## src/rtl/uart_rx_oversample.sv

```systemverilog
// 8N1 serial receiver with 16x oversampling, a two-flop input synchroniser, and a free-running
// baud tick. Each good byte gets a one-cycle done strobe; a bad stop bit raises a frame error.
`timescale 1ns / 1ps
module uart_rx_oversample #(
  parameter int unsigned DBITS    = 8,
  parameter int unsigned SB_TICK  = 16,
  parameter int unsigned BAUD_DIV = 651
) (
  input  logic             clk_100MHz,
  input  logic             reset,
  input  logic             rx,
  output logic [DBITS-1:0] dout,
  output logic             rx_done_tick,
  output logic             frame_err,
  output logic             busy
);

  localparam int unsigned CntW = (BAUD_DIV > 1) ? $clog2(BAUD_DIV) : 1;
  localparam int unsigned NW   = (DBITS > 1) ? $clog2(DBITS) : 1;
  localparam logic [CntW-1:0] CntMax = CntW'(BAUD_DIV - 1);
  localparam logic [NW-1:0]   NMax   = NW'(DBITS - 1);
  localparam logic [3:0]      SbMax  = 4'(SB_TICK - 1);

  typedef enum logic [2:0] {StIdle, StStart, StData, StStop, StBreak} state_e;

  logic            rx_meta_q, rx_sync_q;
  logic [CntW-1:0] cnt_q;
  logic            s_tick;
  state_e          state_q;
  logic [3:0]      s_q;
  logic [NW-1:0]   n_q;
  logic [DBITS-1:0] b_q, dout_q;
  logic            done_q, ferr_q, busy_q;

  always_ff @(posedge clk_100MHz or negedge reset) begin
    if (!reset) begin
      rx_meta_q <= 1'b1;
      rx_sync_q <= 1'b1;
    end else begin
      rx_meta_q <= rx;
      rx_sync_q <= rx_meta_q;
    end
  end

  // Free-running so the sampling phase error stays within one tick.
  always_ff @(posedge clk_100MHz or negedge reset) begin
    if (!reset) begin
      cnt_q <= '0;
    end else if (cnt_q == CntMax) begin
      cnt_q <= '0;
    end else begin
      cnt_q <= cnt_q + 1'b1;
    end
  end

  assign s_tick = (cnt_q == CntMax);

  always_ff @(posedge clk_100MHz or negedge reset) begin
    if (!reset) begin
      state_q <= StIdle;
      s_q     <= '0;
      n_q     <= '0;
      b_q     <= '0;
      dout_q  <= '0;
      done_q  <= 1'b0;
      ferr_q  <= 1'b0;
      busy_q  <= 1'b0;
    end else begin
      done_q <= 1'b0;
      ferr_q <= 1'b0;
      unique case (state_q)
        StIdle: begin
          if (!rx_sync_q) begin
            state_q <= StStart;
            s_q     <= '0;
            busy_q  <= 1'b1;
          end
        end
        StStart: begin
          if (s_tick) begin
            if (s_q == 4'd7) begin
              if (rx_sync_q) begin
                state_q <= StIdle;
                busy_q  <= 1'b0;
              end else begin
                state_q <= StData;
                s_q     <= '0;
                n_q     <= '0;
              end
            end else begin
              s_q <= s_q + 4'd1;
            end
          end
        end
        StData: begin
          if (s_tick) begin
            if (s_q == 4'd15) begin
              b_q <= {rx_sync_q, b_q[DBITS-1:1]};
              s_q <= '0;
              if (n_q == NMax) begin
                state_q <= StStop;
              end else begin
                n_q <= n_q + 1'b1;
              end
            end else begin
              s_q <= s_q + 4'd1;
            end
          end
        end
        StStop: begin
          if (s_tick) begin
            if (s_q == SbMax) begin
              if (rx_sync_q) begin
                state_q <= StIdle;
                busy_q  <= 1'b0;
                dout_q  <= b_q;
                done_q  <= 1'b1;
              end else begin
                state_q <= StBreak;
                ferr_q  <= 1'b1;
              end
            end else begin
              s_q <= s_q + 4'd1;
            end
          end
        end
        StBreak: begin
          if (rx_sync_q) begin
            state_q <= StIdle;
            busy_q  <= 1'b0;
          end
        end
        default: begin
          state_q <= StIdle;
          busy_q  <= 1'b0;
        end
      endcase
    end
  end

  assign dout         = dout_q;
  assign rx_done_tick = done_q;
  assign frame_err    = ferr_q;
  assign busy         = busy_q;

endmodule

```

## config.mk

```make
export PLATFORM = sky130hd
export DESIGN_NAME = uart_rx_oversample
export DESIGN_NICKNAME = d
export VERILOG_FILES = /design/src/rtl/uart_rx_oversample.sv
export SDC_FILE = /design/constraint.sdc
export NUM_CORES = 1
export LEC_CHECK = 0
export ABC_AREA = 1
export CAP_MARGIN = 10
export CORE_ASPECT_RATIO = 1.25
export CORE_UTILIZATION = 60
export CTS_BUF_LIST = sky130_fd_sc_hd__clkbuf_8
export DETAILED_ROUTE_END_ITERATION = 6
export GPL_TIMING_DRIVEN = 0
export PLACE_DENSITY = 0.81
export SLEW_MARGIN = 20
export SYNTH_ARGS = -nofsm -noshare
export SYNTH_HDL_FRONTEND = slang
export SYNTH_SLANG_ARGS = --single-unit
```

## constraint.sdc

```tcl
create_clock -name clk_100MHz -period 2.3 [get_ports clk_100MHz]
set_input_delay 0.345 -clock clk_100MHz [delete_from_list [all_inputs] [get_ports clk_100MHz]]
set_output_delay 0.345 -clock clk_100MHz [all_outputs]
set_load 0.01 [all_outputs]
```

==> metrics.txt <==
# TYPE chip_impl_metric gauge
chip_impl_info{name="status",value="completed"} 1
chip_impl_info{name="post-synth-top-area-cell",value="sky130_fd_sc_hd__dfrtp_1"} 1
chip_impl_metric{name="sequential_cell_area",unit="um2"} 1030
chip_impl_metric{name="grt_pass1_vias",unit=""} 1582
chip_impl_info{name="synth_most_common_cell",value="sky130_fd_sc_hd__nand2_1"} 1
chip_impl_metric{name="place_congestion",unit=""} 0.825
chip_impl_metric{name="placement_rows",unit=""} 23
chip_impl_metric{name="post-route-period-util",unit=""} 0.785
chip_impl_info{name="root_buffer",value="sky130_fd_sc_hd__clkbuf_8"} 1
chip_impl_metric{name="postCtsSetupRepairBufs",unit=""} 0
chip_impl_metric{name="post_synth_edffs",unit=""} 0
chip_impl_info{name="grt_most_used_layer",value="met2"} 1
chip_impl_info{name="tritoncts",value="yes"} 1
chip_impl_info{name="synth-main-ff-cell",value="sky130_fd_sc_hd__dfrtp_1"} 1
chip_impl_info{name="destination_of_the_worst_hold_path",value="rx_sync_q$_DFF_PN1_"} 1
chip_impl_metric{name="final-max-slew-violation-count",unit=""} 0
chip_impl_info{name="r2r-end",value="s_q[2]$_DFFE_PN0P_"} 1
chip_impl_metric{name="grt_remaining_overflow",unit=""} 0
chip_impl_metric{name="synth_cells",unit=""} 257
chip_impl_metric{name="wl_per_cell",unit="um"} 11.9
chip_impl_metric{name="critical_path_peak_fanout",unit=""} 8
chip_impl_metric{name="cts_hold_buffers",unit=""} 1
chip_impl_metric{name="netlist-cell-type-count",unit=""} 26
chip_impl_metric{name="worst-slew-pin-transition",unit="ns"} 0.471
chip_impl_metric{name="grt_util_met2",unit=""} 0.414
chip_impl_metric{name="worst_path_largest_cell_delay",unit="ns"} 0.44
chip_impl_metric{name="synth.net_count",unit=""} 265
chip_impl_metric{name="timing.fmax",unit="MHz"} 554
chip_impl_metric{name="cts_buffers",unit=""} 5
chip_impl_info{name="cp_common_cell",value="sky130_fd_sc_hd__nand2_1"} 1
chip_impl_metric{name="drcViolationCount",unit=""} 0
chip_impl_metric{name="finish.net_count",unit=""} 287
chip_impl_metric{name="worst_hold_path_cell_count",unit=""} 0
chip_impl_metric{name="cts_buffer_depth",unit=""} 2
chip_impl_metric{name="layoutNonFillerInstCount",unit=""} 317
chip_impl_info{name="rsz_0062_raised_after_global_routing",value="false"} 1
chip_impl_info{name="path_cells",value="inv_1 -> ha_1 -> nand2_1 -> nor2_1 -> nand3_4 -> inv_2 -> nor2_1 -> nor2_4 -> inv_1 -> nand2_1 -> nand2_1"} 1
chip_impl_info{name="synth_commonest_cells",value="sky130_fd_sc_hd__nand2_1, sky130_fd_sc_hd__dfrtp_1, sky130_fd_sc_hd__inv_1"} 1
chip_impl_metric{name="drt_iter0_drcs",unit=""} 49
chip_impl_info{name="ys_top_cells_by_area",value="sky130_fd_sc_hd__dfrtp_1, sky130_fd_sc_hd__nand2_1, sky130_fd_sc_hd__inv_1"} 1
chip_impl_metric{name="clock-sinks",unit=""} 41
chip_impl_metric{name="post_cts_resized",unit=""} 0
chip_impl_metric{name="multi_input_comb_area",unit="um2"} 960
chip_impl_metric{name="numPortBuffers",unit=""} 13
chip_impl_metric{name="finClkSkew",unit="ns"} 0.00584
chip_impl_info{name="worst_hold_startpoint",value="rx_meta_q$_DFF_PN1_"} 1
chip_impl_metric{name="initial_antenna_violation_count",unit=""} 0
chip_impl_metric{name="clock_pin_slew_on_the_worst_setup_and_hold_paths",unit="ns"} 0.07
chip_impl_metric{name="grt.met3_usage",unit=""} 0.0522
chip_impl_metric{name="placeableCoreArea",unit="um2"} 3310
chip_impl_metric{name="fillers",unit=""} 258
chip_impl_metric{name="top_level_ports",unit=""} 14
chip_impl_metric{name="seq_area_frac_synth",unit=""} 0.480
chip_impl_metric{name="leakagePower",unit="nW"} 1.24
chip_impl_metric{name="ir_worst_vdd",unit="mV"} 0.512
chip_impl_info{name="critPathTopFamily",value="simple AND/OR/NAND/NOR gates"} 1
chip_impl_info{name="startpoint_type_of_the_worst_setup_path",value="flip-flop"} 1
chip_impl_info{name="worstSetupEndpointType",value="flip-flop"} 1
chip_impl_metric{name="gr-usage-met1",unit=""} 0.258
chip_impl_metric{name="routed-via-count",unit=""} 1665
chip_impl_info{name="classification_of_the_worst_slack_hold_path",value="flip-flop to flip-flop"} 1
chip_impl_metric{name="ff2ff_setup_slack",unit="ns"} 0.49
chip_impl_metric{name="postSynth.asyncResetShare",unit=""} 1.00
chip_impl_metric{name="cp_data_required_time",unit="ns"} 2.48
chip_impl_metric{name="grt_start_max_net_pins",unit=""} 28
chip_impl_metric{name="fin_crit",unit="ns"} 1.81
chip_impl_metric{name="layout_setup_ws",unit="ns"} 0.495
chip_impl_metric{name="timing.critical_path.buf_inv",unit=""} 3
chip_impl_metric{name="total_power",unit="mW"} 1.19
chip_impl_metric{name="postSynthRegisterBits",unit=""} 41
chip_impl_metric{name="setup_tns",unit="ns"} 0
chip_impl_metric{name="chipHeight",unit="um"} 68.8
chip_impl_metric{name="dp.final_hpwl",unit="um"} 2800
chip_impl_metric{name="die-width",unit="um"} 55.5
chip_impl_metric{name="drive_gt1_frac",unit=""} 0.129
chip_impl_metric{name="syn-mean-instance-area",unit="um2"} 8.34
chip_impl_metric{name="area_growth",unit="%"} 13.2
chip_impl_metric{name="timing.critical_path.arrival",unit="ns"} 1.98
chip_impl_metric{name="detailedPlace.worstSlack",unit="ns"} 0.465
chip_impl_metric{name="number_of_placed_instances_with_taps_included",unit=""} 308
chip_impl_info{name="worstReg2RegStart",value="cnt_q[0]$_DFF_PN0_"} 1
chip_impl_metric{name="start_util",unit=""} 0.648
chip_impl_metric{name="power_per_cell_area",unit="nW/um2"} 489
chip_impl_info{name="path_class",value="flip-flop to flip-flop"} 1
chip_impl_metric{name="netlist_area",unit="um2"} 2140
chip_impl_metric{name="yosys_warnings",unit=""} 0
chip_impl_metric{name="grtUsageTotal",unit=""} 0.228
chip_impl_metric{name="hold_violations",unit=""} 0
chip_impl_metric{name="detailedRoute.firstPassIterationCount",unit=""} 4
chip_impl_metric{name="ant_nets",unit=""} 0
chip_impl_metric{name="clock_tree.htree_level_count",unit=""} 2
chip_impl_metric{name="worstSkewPairLatency",unit="ns"} 0.29
chip_impl_metric{name="post-synth-top-area-fraction",unit=""} 0.455
chip_impl_metric{name="rr_worst_depth",unit=""} 11
chip_impl_metric{name="die-area",unit="um2"} 3820
chip_impl_metric{name="relSlewSlack",unit=""} 0.683
chip_impl_metric{name="num_antenna_cells",unit=""} 0
chip_impl_metric{name="setup_viol",unit=""} 0
chip_impl_metric{name="final_util",unit=""} 0.734
chip_impl_metric{name="viasPerCell",unit=""} 5.25
chip_impl_metric{name="drv.max_cap_violation_count",unit=""} 0
chip_impl_metric{name="routed_wirelength",unit="um"} 3760
chip_impl_metric{name="grt_first_pass_wirelength",unit="um"} 6580
chip_impl_info{name="slowest_stage_cell_on_the_critical_path",value="sky130_fd_sc_hd__dfrtp_1"} 1
layer usage:
layer / wire (um) / vias to the layer above
met4: 72 / 0
met2: 1870 / 26
li1: - / 867
met5: 0 / -
met3: 101 / 5
met1: 1720 / 767
metrics by stage:
step / instance area, um2 / hold slack [ns]
floorplan: 2140 / 0.0494
global placement: 2320 / 0.346
detailed placement: 2340 / 0.285
CTS: 2430 / 0.357
global route: 2430 / 0.367
finish: 2430 / 0.356
cell families (layout without fill, tap and decap cells):
family,after synthesis,after routing,synth area share
AOI/OAI and AO/OA,39,39,0.102
xor gates and xnor gates,4,4,0.0163
buffers and inverters,39,62,0.0729
adders and majority gates,5,5,0.0292
and+or+nand+nor,129,129,0.300
DFF,41,41,0.480
sequential cells by signal, summed over array words and instances (netlist names):
register / flops
b_q: 8
state_q: 3
rx_meta_q: 1
n_q: 3
busy: 1
frame_err: 1
dout: 8
rx_sync_q: 1
rx_done_tick: 1
s_q: 4
cnt_q: 10
area by class of cell:
type / instances / share of cell area
Multi-Input combinational cell: 177 / 0.395
Inverter: 36 / 0.0556
Clock inverter: 3 / 0.00567
Clock buffer: 5 / 0.0283
Tap cell: 37 / 0.0191
Sequential cell: 41 / 0.423
Buffer: 3 / 0.00876
Timing Repair Buffer: 15 / 0.0639
worst max-delay path by stage:
stage | to | startpoint | depth (start not counted)
floorplan | b_q[3]$_DFFE_PN0P_ | cnt_q[0]$_DFF_PN0_ | 10
global placement | s_q[3]$_DFFE_PN0P_ | reset | 1
detailed placement | s_q[2]$_DFFE_PN0P_ | cnt_q[0]$_DFF_PN0_ | 11
CTS | s_q[3]$_DFFE_PN0P_ | cnt_q[0]$_DFF_PN0_ | 11
global route | s_q[3]$_DFFE_PN0P_ | cnt_q[0]$_DFF_PN0_ | 11
finish | s_q[2]$_DFFE_PN0P_ | cnt_q[0]$_DFF_PN0_ | 11
where the power goes:
part           leakage [nW]  internal, mW  switching [mW]
sequential            0.541         0.724        0.000333
combinational         0.651       0.00810          0.0207
clock                0.0491         0.206           0.230
total                  1.24         0.937           0.251
layout by cell type (no fill, tap or decap):
master,netlist,layout
sky130_fd_sc_hd__nand2_1,61,61
sky130_fd_sc_hd__inv_1,31,32
sky130_fd_sc_hd__dfstp_2,2,2
sky130_fd_sc_hd__clkdlybuf4s50_1,0,12
sky130_fd_sc_hd__o21bai_1,2,2
sky130_fd_sc_hd__buf_6,1,1
sky130_fd_sc_hd__ha_1,5,5
sky130_fd_sc_hd__dlygate4sd3_1,0,1
sky130_fd_sc_hd__nand4_1,5,5
sky130_fd_sc_hd__nand3_4,2,2
sky130_fd_sc_hd__clkinv_2,0,2
sky130_fd_sc_hd__nor3_1,2,2
sky130_fd_sc_hd__nor2_4,3,3
sky130_fd_sc_hd__inv_2,5,5
sky130_fd_sc_hd__buf_12,0,1
sky130_fd_sc_hd__clkbuf_8,0,5
sky130_fd_sc_hd__dfrtp_1,39,39
sky130_fd_sc_hd__xor2_1,4,4
sky130_fd_sc_hd__o21ai_0,17,17
sky130_fd_sc_hd__o21ai_1,7,7
sky130_fd_sc_hd__nand3b_1,1,1
sky130_fd_sc_hd__nor3_4,2,2
sky130_fd_sc_hd__o211ai_1,3,3
sky130_fd_sc_hd__buf_2,2,3
sky130_fd_sc_hd__nor2_1,27,27
sky130_fd_sc_hd__nand2_4,2,2
sky130_fd_sc_hd__nor2_8,1,1
sky130_fd_sc_hd__a21oi_1,7,7
sky130_fd_sc_hd__nor2_2,4,4
sky130_fd_sc_hd__a21oi_2,3,3
sky130_fd_sc_hd__nand3_1,19,19
Power figures use the tool's default switching activity.
